===== src/rtl/wb_fetch_pkg.sv =====
// Shared widths, fetch state encodings and the alignment helper for the
// Wishbone instruction fetch unit.
package wb_fetch_pkg;

    localparam int unsigned FETCH_ADR_WIDTH   = 48;
    localparam int unsigned FETCH_DAT_WIDTH   = 64;
    localparam int unsigned FETCH_INSTR_BYTES = 8;

    typedef enum logic [1:0] {
        FETCH_IDLE  = 2'd0,
        FETCH_REQ   = 2'd1,
        FETCH_GAP   = 2'd2,
        FETCH_FAULT = 2'd3
    } fetch_state_e;

    // True when any bit below the instruction alignment is set.
    function automatic logic adr_misaligned(input logic [63:0] adr,
                                            input int unsigned instr_bytes);
        logic [63:0] mask;
        mask = 64'(instr_bytes) - 64'd1;
        return (adr & mask) != 64'd0;
    endfunction

endpackage


===== src/rtl/wb_fetch_if.sv =====
// Wishbone read-only fetch port: the fetch unit is the master, the
// interconnect (ROM/RAM/peripherals) answers on the slave side.
interface wb_fetch_if
    import wb_fetch_pkg::*;
#(
    parameter int unsigned ADR_WIDTH = FETCH_ADR_WIDTH,
    parameter int unsigned DAT_WIDTH = FETCH_DAT_WIDTH
);
    logic [ADR_WIDTH-1:0] adr;
    logic [DAT_WIDTH-1:0] dat;
    logic                 we;
    logic                 cyc;
    logic                 stb;
    logic                 ack;
    logic                 err;

    modport master (
        output adr, we, cyc, stb,
        input  dat, ack, err
    );

    modport slave (
        input  adr, we, cyc, stb,
        output dat, ack, err
    );
endinterface


===== src/rtl/wb_fetch.sv =====
// Instruction fetch master: single Wishbone reads at the PC with a one-entry
// output buffer toward decode, PC redirects and a sticky fault on error.
module wb_fetch
    import wb_fetch_pkg::*;
#(
    parameter int unsigned          ADR_WIDTH   = FETCH_ADR_WIDTH,
    parameter int unsigned          DAT_WIDTH   = FETCH_DAT_WIDTH,
    parameter logic [ADR_WIDTH-1:0] RESET_PC    = '0,
    parameter int unsigned          INSTR_BYTES = FETCH_INSTR_BYTES
) (
    input  logic                 clk_i,
    input  logic                 rst_i,
    wb_fetch_if.master           fetch,
    output logic [DAT_WIDTH-1:0] instr_o,
    output logic [ADR_WIDTH-1:0] instr_pc_o,
    output logic                 instr_valid_o,
    input  logic                 instr_ready_i,
    input  logic                 redir_i,
    input  logic [ADR_WIDTH-1:0] redir_pc_i,
    output logic                 fault_o,
    output logic [ADR_WIDTH-1:0] fault_adr_o
);

    fetch_state_e         r_state;
    fetch_state_e         w_state_nxt;
    logic                 r_stb;
    logic [ADR_WIDTH-1:0] r_pc;
    logic [DAT_WIDTH-1:0] r_instr;
    logic [ADR_WIDTH-1:0] r_instr_pc;
    logic                 r_valid;
    logic                 r_fault;
    logic [ADR_WIDTH-1:0] r_fault_adr;

    logic                 w_capture;
    logic                 w_fault_set;
    logic                 w_misaligned;
    logic                 w_buf_free;

    assign w_misaligned = adr_misaligned(64'(redir_pc_i), INSTR_BYTES);
    // Buffer is free if empty now or drained by decode this cycle.
    assign w_buf_free   = !r_valid || instr_ready_i;

    // Next-state and beat capture decisions; a redirect overrides all.
    always_comb begin
        w_state_nxt = r_state;
        w_capture   = 1'b0;
        w_fault_set = 1'b0;

        case (r_state)
            FETCH_IDLE: begin
                if (w_buf_free) begin
                    w_state_nxt = FETCH_REQ;
                end
            end
            FETCH_REQ: begin
                if (fetch.err) begin
                    w_state_nxt = FETCH_FAULT;
                    w_fault_set = 1'b1;
                end else if (fetch.ack) begin
                    w_state_nxt = FETCH_GAP;
                    w_capture   = 1'b1;
                end
            end
            FETCH_GAP: begin
                w_state_nxt = w_buf_free ? FETCH_REQ : FETCH_IDLE;
            end
            FETCH_FAULT: begin
                w_state_nxt = FETCH_FAULT;
            end
            default: begin
                w_state_nxt = FETCH_IDLE;
            end
        endcase

        if (redir_i) begin
            w_capture   = 1'b0;
            w_fault_set = 1'b0;
            if (w_misaligned) begin
                w_state_nxt = FETCH_FAULT;
            end else if (r_state == FETCH_REQ) begin
                w_state_nxt = FETCH_GAP;
            end else begin
                w_state_nxt = FETCH_REQ;
            end
        end
    end

    // State register; stb is registered from the next state.
    always_ff @(posedge clk_i) begin
        if (rst_i) begin
            r_state <= FETCH_IDLE;
            r_stb   <= 1'b0;
        end else begin
            r_state <= w_state_nxt;
            r_stb   <= (w_state_nxt == FETCH_REQ);
        end
    end

    // PC, output buffer and fault bookkeeping.
    always_ff @(posedge clk_i) begin
        if (rst_i) begin
            r_pc        <= RESET_PC;
            r_instr     <= '0;
            r_instr_pc  <= '0;
            r_valid     <= 1'b0;
            r_fault     <= 1'b0;
            r_fault_adr <= '0;
        end else if (redir_i) begin
            r_pc    <= redir_pc_i;
            r_valid <= 1'b0;
            r_fault <= w_misaligned;
            if (w_misaligned) begin
                r_fault_adr <= redir_pc_i;
            end
        end else begin
            if (w_capture) begin
                r_instr    <= fetch.dat;
                r_instr_pc <= r_pc;
                r_valid    <= 1'b1;
                r_pc       <= r_pc + ADR_WIDTH'(INSTR_BYTES);
            end else if (r_valid && instr_ready_i) begin
                r_valid <= 1'b0;
            end
            if (w_fault_set) begin
                r_fault     <= 1'b1;
                r_fault_adr <= r_pc;
            end
        end
    end

    assign fetch.adr     = r_pc;
    assign fetch.stb     = r_stb;
    assign fetch.cyc     = r_stb;
    assign fetch.we      = 1'b0;
    assign instr_o       = r_instr;
    assign instr_pc_o    = r_instr_pc;
    assign instr_valid_o = r_valid;
    assign fault_o       = r_fault;
    assign fault_adr_o   = r_fault_adr;

endmodule


===== src/flat_wrapper.sv =====
// flat-port wrapper written by rule: the top's interface ports become plain ports
module wb_fetch_flat import wb_fetch_pkg::*;
#(
    parameter int unsigned          ADR_WIDTH   = FETCH_ADR_WIDTH,
    parameter int unsigned          DAT_WIDTH   = FETCH_DAT_WIDTH,
    parameter logic [ADR_WIDTH-1:0] RESET_PC    = '0,
    parameter int unsigned          INSTR_BYTES = FETCH_INSTR_BYTES
)
  (clk_i, rst_i, instr_o, instr_pc_o, instr_valid_o, instr_ready_i, redir_i, redir_pc_i, fault_o, fault_adr_o, fetch_adr, fetch_we, fetch_cyc, fetch_stb, fetch_dat, fetch_ack, fetch_err);
  wb_fetch_if #(.ADR_WIDTH(ADR_WIDTH), .DAT_WIDTH(DAT_WIDTH)) fetch_i ();
  input  logic clk_i;
  input  logic rst_i;
  output logic [DAT_WIDTH-1:0] instr_o;
  output logic [ADR_WIDTH-1:0] instr_pc_o;
  output logic instr_valid_o;
  input  logic instr_ready_i;
  input  logic redir_i;
  input  logic [ADR_WIDTH-1:0] redir_pc_i;
  output logic fault_o;
  output logic [ADR_WIDTH-1:0] fault_adr_o;
  output wire logic [$bits(fetch_i.adr)-1:0] fetch_adr;
  output wire logic [$bits(fetch_i.we)-1:0] fetch_we;
  output wire logic [$bits(fetch_i.cyc)-1:0] fetch_cyc;
  output wire logic [$bits(fetch_i.stb)-1:0] fetch_stb;
  input wire logic [$bits(fetch_i.dat)-1:0] fetch_dat;
  input wire logic [$bits(fetch_i.ack)-1:0] fetch_ack;
  input wire logic [$bits(fetch_i.err)-1:0] fetch_err;
  assign fetch_adr = fetch_i.adr;
  assign fetch_we = fetch_i.we;
  assign fetch_cyc = fetch_i.cyc;
  assign fetch_stb = fetch_i.stb;
  assign fetch_i.dat = fetch_dat;
  assign fetch_i.ack = fetch_ack;
  assign fetch_i.err = fetch_err;
  wb_fetch #(.ADR_WIDTH(ADR_WIDTH), .DAT_WIDTH(DAT_WIDTH), .RESET_PC(RESET_PC), .INSTR_BYTES(INSTR_BYTES)) u_core (.clk_i(clk_i), .rst_i(rst_i), .fetch(fetch_i), .instr_o(instr_o), .instr_pc_o(instr_pc_o), .instr_valid_o(instr_valid_o), .instr_ready_i(instr_ready_i), .redir_i(redir_i), .redir_pc_i(redir_pc_i), .fault_o(fault_o), .fault_adr_o(fault_adr_o));
endmodule

===== config.mk =====
export PLATFORM = sky130hd
export DESIGN_NAME = wb_fetch_flat
export DESIGN_NICKNAME = d
export VERILOG_FILES = /design/src/rtl/wb_fetch_pkg.sv /design/src/rtl/wb_fetch_if.sv /design/src/rtl/wb_fetch.sv /design/src/flat_wrapper.sv
export SDC_FILE = /design/constraint.sdc
export NUM_CORES = 1
export LEC_CHECK = 0
export CORE_MARGIN = 2
export CORE_UTILIZATION = 50
export CTS_BUF_LIST = sky130_fd_sc_hd__clkbuf_8
export DETAILED_ROUTE_END_ITERATION = 7
export PLACE_DENSITY = 0.95
export SYNTH_ARGS = -nofsm -noshare
export SYNTH_HDL_FRONTEND = slang
export SYNTH_SLANG_ARGS = --single-unit
export TNS_END_PERCENT = 5

===== constraint.sdc =====
create_clock -name clk_i -period 2.9 [get_ports clk_i]
set_input_delay 0.29 -clock clk_i [delete_from_list [all_inputs] [get_ports clk_i]]
set_output_delay 0.29 -clock clk_i [all_outputs]
set_load 0.02 [all_outputs]

==> results.md <==
* Die height at ~140 microns
* Min-delay src: redir_i
* Peak VDD IR at between 0.0003 and 0.0004 V
* Syn nets at 1185
* Drt drc at 0
* Num ports at about 330
* Slew headroom at 55.0%
* Total internal power at 5.19 mW
* Initial Utilization at between 50% and 60%
* Sw Share at a little over a quarter
* Num CTS Buffers at 36
* IO buf count at 329
* Warnings from Yosys at 0
* Max-slew violations at 0
* GPL Wtd Cong at 0.866
* Most used DFF post-synth: dfxtp_1
* DR WL/cell at 18.0 microns
* Synth-to-layout area growth at 47.7%
* Share of cells above drive strength 1 at ~8.3%
* Non-filler cells in the finished layout at 1627
* Flops & latches, synth at 213
* CTS clk-pin slew, worst paths at roughly 0.060 ns
* Post-CTS Resized at 0
* RSZ-0062 raised after global routing: no
* DP Wirelength at ~20000 microns
* Worst setup startpoint: u_core.r_state[1]
* Die width at ~140 microns
* # hold bufs at CTS at 0
* Total global routing overflow at 0
* Asr flop ratio synth at 0%
* Post-Syn Area per Cell at between 8 and 9 sq um
* Clock period minus worst slack at ~2.3 ns
* Final period utilization at a little under 80%
* Detail-routed via count per cell at between 5 and 6
* CP cell instances: nand4bb_1 > or2_1 > or4_4 > xor2_1 > a211oi_2
* Row count at 48
* Initial antenna violation count at 1
* Setup Buffers After CTS at 0
* Comb power frac at between 10% and 20%
* CTS tree: built
* Seq/Total Area, Yosys at 47.8%
* WP data arrival at about 2.7 ns
* Library cells used by synthesis at 62
* CTS H-tree lvls at 2
* Vias at ~9000
* Nets@finish at ~1500
* Skew-Pair Late Insertion Delay at between 0.5 and 0.6 ns
* Skew final at roughly 0.032 ns
* Post-route ant nets at 0
* Buf/Inv on CP at 0
* Mapped Cells at 1066
* Sequential Power Share at 44.8%
* Number of global-route vias before repair at 9088
* GRT Resource Usage Total at a little under a third
* Final Hold Viols at 0
* Detailed Routing Iterations Pass 1 at 5
* Final core occ at between 70% and 80%
* Total negative slack at 0 ns
* Status: completed
* Clock Power Share at between 40% and 50%
* Static Leak at approximately 4.7 nW
* Max FO, Critical Path at 9
* Max-cap viol count at 0
* Maximum clock frequency at 0.437 GHz
* First-pass GRT wire length at approximately 46000 microns
* Final WL at about 29000 microns
* Cell family contributing the most delay on the critical path: simple AND/OR/NAND/NOR gates
* FF-to-FF path depth at 5
* Clock buffer depth at 3
* Post-synth EDFFs at 0
* Largest net degree at the start of global routing at 95
* Post-Place Cells at between 1500 and 2000
* CP max stage cell: or2_1
* Reg-to-Reg Start: u_core.r_state[1]
* Die footprint at roughly 19000 sq um
* Startpoint Class: flop
* Iter 0 DRT Violations at 549
* Crit. End Element: flop
* Pwr Density at 541 nW/um^2
* Synthesized area at slightly below 9000 sq um
* Hold Path Class: input port to flop
* Final setup violation count at 0
* Slew @ Worst Pin at slightly below 0.7 ns
* Clock tree root driver cell: clkbuf_8
* Core area at roughly 17000 sq um
* Net switching power figure at slightly below 2 mW
* Slowest stage delay, CP at between 0.5 and 0.6 ns
* WHS Path Cells at 3
* CP Depth at 5
* Clock sink total at ~210
* Critical path class: flop to flop
* Worst EP required at around 3.4 ns
[routing by layer]
| metal | part of all wire [%] | track usage, % |
|---|---|---|
| met4 | 4.3 | 14.2 |
| met5 | 0 | 0 |
| met2 | 50 | 53.1 |
| met1 | 37 | 34.3 |
| met3 | 9.0 | 9.60 |
[cell families (layout without fill, tap and decap cells)]
| kind of cell | count (synthesis) | in the layout | synth area share (%) |
|---|---|---|---|
| other | 1 | 2 | 0.0421 |
| AND/OR/NAND/NOR | 461 | 461 | 24.1 |
| adder cells (fa/ha/maj) | 1 | 1 | 0.140 |
| flip-flops | 213 | 213 | 47.8 |
| AO/OA/AOI/OAI | 221 | 221 | 15.3 |
| XOR/XNOR | 32 | 32 | 3.14 |
| multiplexers | 46 | 46 | 5.17 |
| buffers and inverters | 91 | 426 | 4.20 |
[synth_stat cells (all sizes together) (3+ instances only)]
cell type  instances  area (sq um)
nand2            262           983
dfxtp            213          4260
a21oi            123           616
nor2              97           372
a211oi            65           503
clkbuf            62           233
mux2i             46           460
buf               23           119
nand3             23           143
nand4             19           146
xnor2             17           149
xor2              15           131
nor4              13           149
a311oi            10          87.6
or3                8          56.3
and4               7          61.3
nor3               7          51.3
o21ai              7          35.0
and3               5          31.3
inv                5          18.8
or4                5          45.0
a31oi              3          18.8
and2               3          18.8
[worst reg2reg max path, cell delays in order (launching register included)]
cell       delay [ns]
dfxtp_1          0.36
nand4bb_1        0.47
or2_1            0.53
or4_4            0.47
xor2_1           0.16
a211oi_2         0.21
[cell usage in the layout, fill, tap and decap left out, types with 3 or more instances in the layout]
| cell type | netlist | layout |
|---|---|---|
| dfxtp_1 | 213 | 213 |
| a211oi_1 | 62 | 62 |
| nand2_1 | 262 | 261 |
| xnor2_1 | 17 | 17 |
| o21ai_0 | 6 | 6 |
| nand3_1 | 19 | 19 |
| and2_1 | 3 | 3 |
| xor2_1 | 15 | 15 |
| or3_1 | 6 | 6 |
| a211oi_2 | 3 | 3 |
| and4_1 | 7 | 7 |
| buf_4 | 2 | 25 |
| clkinv_2 | 0 | 9 |
| nand3_2 | 3 | 3 |
| a311oi_1 | 10 | 10 |
| a31oi_1 | 3 | 3 |
| clkdlybuf4s50_1 | 0 | 327 |
| inv_1 | 5 | 12 |
| bufinv_16 | 0 | 3 |
| or4_1 | 3 | 3 |
| clkbuf_8 | 0 | 43 |
| a21oi_1 | 123 | 123 |
| nor2_1 | 96 | 95 |
| nor3_1 | 5 | 5 |
| nor4_2 | 6 | 6 |
| mux2i_1 | 46 | 46 |
| nand4_1 | 16 | 16 |
| and3_1 | 5 | 5 |
| nor4_1 | 5 | 5 |
[power groups by stage]
stage	logic, mW	clock network [mW]	registers (mW)
2_1_floorplan	0.352	0	3.38
3_3_place_gp	1.02	0	3.24
3_5_place_dp	1.04	0	3.25
4_1_cts	1.05	2.92	3.19
5_1_grt	1.13	3.03	3.21
6_report	1.05	2.88	3.19
[layout make-up]
type	instances	area, sq um
multi-input cells	762	4310
flip-flops and latches	213	4260
fillers	1179	4200
repair buffers	355	3510
clock buffers	43	592
well taps	225	282
clock inverters	22	180
inverters	6	22.5
diodes	1	2.50
[final timing paths]
| path | endpoint | slack (ns) |
|---|---|---|
| setup / recovery | u_core.fetch.adr[17] | 0.61 |
| hold / removal | u_core.fetch.adr[46] | 0.17 |
| hold reg to reg | u_core.instr_o[62] | 0.45 |
| setup reg to reg | u_core.fetch.adr[17] | 0.61 |
[flip-flops by register name, summed over array words and instances, names as in the netlist]
name	cells
u_core.fetch.cyc	1
u_core.instr_pc_o	48
u_core.instr_valid_o	1
u_core.r_state	2
u_core.fault_adr_o	48
u_core.instr_o	64
u_core.fault_o	1
u_core.fetch.adr	48
[per-stage QoR]
stage          worst slack (ns)  area [sq um]  hold WS (ns)  power (mW)
3_3_place_gp              0.272         12400         0.440        4.26
2_1_floorplan             0.744          8910         0.426        3.73
6_report                  0.611         13200         0.168        7.12
5_1_grt                   0.454         13200         0.182        7.36
3_5_place_dp              0.224         12400         0.446        4.29
4_1_cts                   0.641         13200         0.149        7.15
No activity file was read; power rests on OpenSTA's default activity.
==> patch 1, RTL diff (config.mk and constraints unchanged) <==
Change the package constant `FETCH_DAT_WIDTH` from 64 to 32.
--- a/src/rtl/wb_fetch_pkg.sv
+++ b/src/rtl/wb_fetch_pkg.sv
@@ -4,5 +4,5 @@
 
     localparam int unsigned FETCH_ADR_WIDTH   = 48;
-    localparam int unsigned FETCH_DAT_WIDTH   = 64;
+    localparam int unsigned FETCH_DAT_WIDTH   = 32;
     localparam int unsigned FETCH_INSTR_BYTES = 8;
 
Ports: changed (resized fetch_dat and instr_o); port bits go from 331 to 267. The function was not compared with the original's and may differ.
==> patch 1 against the original RTL <==
Non-clock buffer count down 70. Synthesized area shrank 12%. Worst setup slack worse by 220 ps. Via count fell by 11%. Largest power group unchanged. Total power fell by 25%. Wire length fell by 17%. Cell area decreased by 16%. Sequential share of layout area grew 0.55 points. Sequential cell count shrank 32.
==> patch 1: results (changes against the original RTL) <==
outcome:
  outcome: "finished clean"
yosys:
  yosys_warnings: 0  # unchanged
  avgSynthCellArea_sq_um: 8.07  # -3.4%
  synth_flop_cell: "dfxtp_1"
  yosysUniqueCellTypes: 46  # -26%
  synth_nets: 1059  # -11%
  synth_top_cells_by_area: "dfxtp_1 (46%), nand2_1 (9.2%), a21oi_1 (6.6%)"
  synthTopCellsByCount: "nand2_1 (193), dfxtp_1 (181), nor2_1 (111)"
  yosysSeqAreaShare_pct: 46.2  # -1.7 points
  async_flop_share_pct: 0  # unchanged
routing:
  routed_wl_um: 24200  # -17%
  vias: 8068  # -11%
  drt-initial-drc-count: 694  # +26%
  drc: 0  # unchanged
  routed_wire_length_per_instance_um: 17.2  # -4.6%
  first_pass_iters: 5  # unchanged
critical_path:
  crit_arrival_ps: 2830  # +90 ps
  slowest_delay_ps: 540
  cp_slowest_cell: "or4_1"
  critPathTopFamily: "simple AND/OR/NAND/NOR gates"
  ff2ff_path_depth: 5  # unchanged
  cp_max_fo: 25  # +16
grt:
  grt-ovfl-total: 0  # unchanged
  grt_max_degree: 106  # +12%
  grtUsageTotal_pct: 28.1  # -2.6 points
  grt_pass1_vias: 7431  # -18%
  grt_pass1_wl_um: 37800  # -18%
  antenna_found_initial: 1  # unchanged
place:
  dp_hpwl_um: 16700  # -18%
  dpl-instance-area_sq_um: 10600  # -14%
  pre_cts_slack_ps: 153  # -70.6 ps
  place_inst: 1380  # -12%
  io_buffers: 265  # -19%
  gp_congestion: 0.828  # -4.4%
sta:
  fin_worst_skew_ps: 12.7  # -19.6 ps
  tightest_slew_ps: 818  # +143 ps
cts:
  insertion_delay_ps: 460  # -70 ps
  cts_buffer_depth: 2  # -1
  htreeDepth: 4  # +2
  post_cts.repair.setup_buffers: 0  # unchanged
  cts-root-buf: "clkbuf_8"
  numCtsBuffers: 17  # -53%
  cts.sinks: 181  # -15%
  cts-resized-gates: 0  # unchanged
  path_clk_slew_ps: 90  # +30 ps
pwr:
  peakVddDrop_v: 0.000388  # +12%
  power.static_leakage_uw: 0.00374  # -21%
final_layout:
  diodes: 0  # -1
  drive_above_1_share_pct: 4.92  # -3.4 points
  fillerInstances: 1151  # -2.4%
  nNetsFinal: 1275  # -15%
worst_hold_path:
  holdPathStages: 4  # +1
  min_path_type: "in -> reg"
==> patch 1: per-layer routing <==
metal,track usage [%],routed length [um],up-vias,share of wire (%)
met1,34.7,9830,3837,41
li1,-,-,3896,-
met2,48.3,12000,303,50
met4,8.57,442,0,1.8
met5,0,0,-,0
met3,7.06,1920,32,7.9
==> patch 1: path summary, 6_finish.rpt <==
path	start	slack, ps	end
worst max-delay path	u_core.fetch.adr[11]	390	u_core.fetch.adr[41]
worst min-delay path	redir_i	270	u_core.fetch.adr[3]
worst max register to register	u_core.fetch.adr[11]	390	u_core.fetch.adr[41]
worst min register to register	u_core.instr_pc_o[32]	460	u_core.instr_pc_o[32]
==> patch 1: cell type report <==
type,instances,area [sq um],share of cell area [%]
multi-input cells,686,3830,34.8
flip-flops and latches,181,3620,32.9
repair buffers,285,2850,25.9
well taps,211,264,2.40
clock buffers,19,262,2.38
clock inverters,12,108,0.978
inverters,17,63.8,0.580
==> patch 1: kinds of logic (layout without fill, tap and decap cells) <==
family	after synthesis	count (layout)	share of synthesized area, %
adders and majority gates	1	1	0.159
AOI/OAI and AO/OA	240	240	20.9
DFF	181	181	46.2
other	1	1	0.0478
buffers and inverters	105	333	5.41
and+or+nand+nor	417	417	24.0
muxes	21	21	2.68
xor gates and xnor gates	6	6	0.670
==> patch 1: worst reg2reg max path, cell delays in order (launching register included) <==
cell and delay, ps:
dfxtp_1 490, nand4_1 280, or4_1 540, buf_4 250, o41a_1 390, a2111oi_0 420
==> patch 1: where the power goes <==
group	internal [uW]	switching, uW	leakage [uW]
Combinational	454	492	0.00206
Sequential	2610	126	0.00148
Clock	722	913	0.000188
==> patch 2, RTL diff (same flow settings) <==
Without the edit above. Reset style: asynchronous (`rst_i`), changed in 2 clocked blocks.
--- a/src/rtl/wb_fetch.sv
+++ b/src/rtl/wb_fetch.sv
@@ -87,5 +87,5 @@
 
     // State register; stb is registered from the next state.
-    always_ff @(posedge clk_i) begin
+    always_ff @(posedge clk_i or posedge rst_i) begin
         if (rst_i) begin
             r_state <= FETCH_IDLE;
@@ -98,5 +98,5 @@
 
     // PC, output buffer and fault bookkeeping.
-    always_ff @(posedge clk_i) begin
+    always_ff @(posedge clk_i or posedge rst_i) begin
         if (rst_i) begin
             r_pc        <= RESET_PC;
Check against the original RTL: differs if rst_i is asserted again (counterexample within 4 cycles, from zero or initial values and one cycle with rst_i high); with rst_i held inactive, the same outputs for 4 cycles.
==> patch 2 against the original RTL <==
Count of clock-buffer cells in the layout is 10 higher. Synthesized area rose by 2.7%. Sequential cell count unchanged. Wire length down 2.2%. Worst setup slack worse by 280 ps. Highest routed layer unchanged. Cell area grew 3.8%.
Power is not compared: it rests on default switching activity, and its combinational part moved more than twofold at a synthesized area within 25%.
==> patch 2: results (changes against the original RTL) <==
outcome:
  outcome: "finished clean"
yosys:
  synth_flop_cell: "dfrtp_1"
  avgSynthCellArea_sq_um: 11.8  # +41%
  synth_top_cells_by_area: "dfrtp_1 (58%), mux2_2 (15%), o21ai_0 (4.3%)"
  synthTopCellsByCount: "dfrtp_1 (213), mux2_2 (119), nand2_1 (100)"
  synth_nets: 897  # -24%
  yosysUniqueCellTypes: 45  # -27%
place:
  dpl-instance-area_sq_um: 12800  # +3.7%
  dp_hpwl_um: 20300  # -0.43%
  gp_congestion: 0.876  # +1.2%
  pre_cts_slack_ps: 119  # -105 ps
cts:
  numCtsBuffers: 38  # +5.6%
  insertion_delay_ps: 510  # -20 ps
critical_path:
  cp_slowest_cell: "or3_1"
  crit_arrival_ps: 2990  # +250 ps
routing:
  vias: 7687  # -15%
  first_pass_iters: 4  # -1
grt:
  grtUsageTotal_pct: 29.5  # -1.1 points
  grt_pass1_vias: 8285  # -8.8%
  grt_max_degree: 67  # -29%
  grt_pass1_wl_um: 45800  # -1.1%
final_layout:
  diodes: 0  # -1
  fin_cells: 1387  # -15%
  nNetsFinal: 1250  # -16%
  drive_above_1_share_pct: 18.6  # +10 points
sta:
  relSlewSlack_pct: 48.4  # -6.6 points
  fin_worst_skew_ps: 11.7  # -20.7 ps
-- patch 2: changes by cell type after synthesis, moves of 87 or more --
cell     unedited run  this run
dfrtp_1             0       213
dfxtp_1           213         0
nand2_1           262       100
mux2_2              0       119
a21oi_1           123        13
nor2_1             96         9
-- patch 2: worst paths after layout --
| check | cells past startpoint | to | slack (ps) | startpoint |
|---|---|---|---|---|
| min in group asynchronous | 2 | u_core.fetch.adr[30] | 270 | rst_i |
| setup reg to reg | 6 | u_core.fetch.adr[43] | 340 | u_core.fetch.adr[16] |
| hold / removal | 2 | u_core.instr_valid_o | 50 | redir_i |
| max in group asynchronous | 3 | u_core.instr_o[49] | 1870 | rst_i |
| hold reg to reg | 2 | u_core.fault_adr_o[42] | 480 | u_core.fault_adr_o[42] |
| setup / recovery | 6 | u_core.fetch.adr[43] | 340 | u_core.fetch.adr[16] |
-- patch 2: where the power goes --
part / internal, uW / switching [uW] / total, uW
Clock: 1700 / 1210 / 2920
Combinational: 1250 / 1200 / 2440
Sequential: 3420 / 322 / 3740
Total: 6370 / 2730 / 9100
-- patch 2: cell families after synthesis --
logic type | Yosys count | synth area share (%)
other | 1 | 0.0410
and+or+nand+nor | 208 | 11.7
buffers and inverters | 58 | 2.57
xor gates and xnor gates | 31 | 2.97
muxes | 124 | 15.2
adders and majority gates | 1 | 0.137
DFF | 213 | 58.2
AOI/OAI and AO/OA | 142 | 9.22
-- patch 2: cell type report --
type                            count  share of cell area [%]
Timing Repair Buffer              361                    26.3
Tap cell                          229                    2.10
Clock buffer                       53                    5.34
Sequential cell                   213                    39.0
Multi-Input combinational cell    507                    26.3
Inverter                           10                   0.302
Clock inverter                     14                   0.586
-- patch 2: per-layer routing --
layer  routed length, um  GRT usage [%]
met3                2050           6.85
met5                   0              0
met4                 669           8.77
met1               11100           36.8
met2               14800           51.5
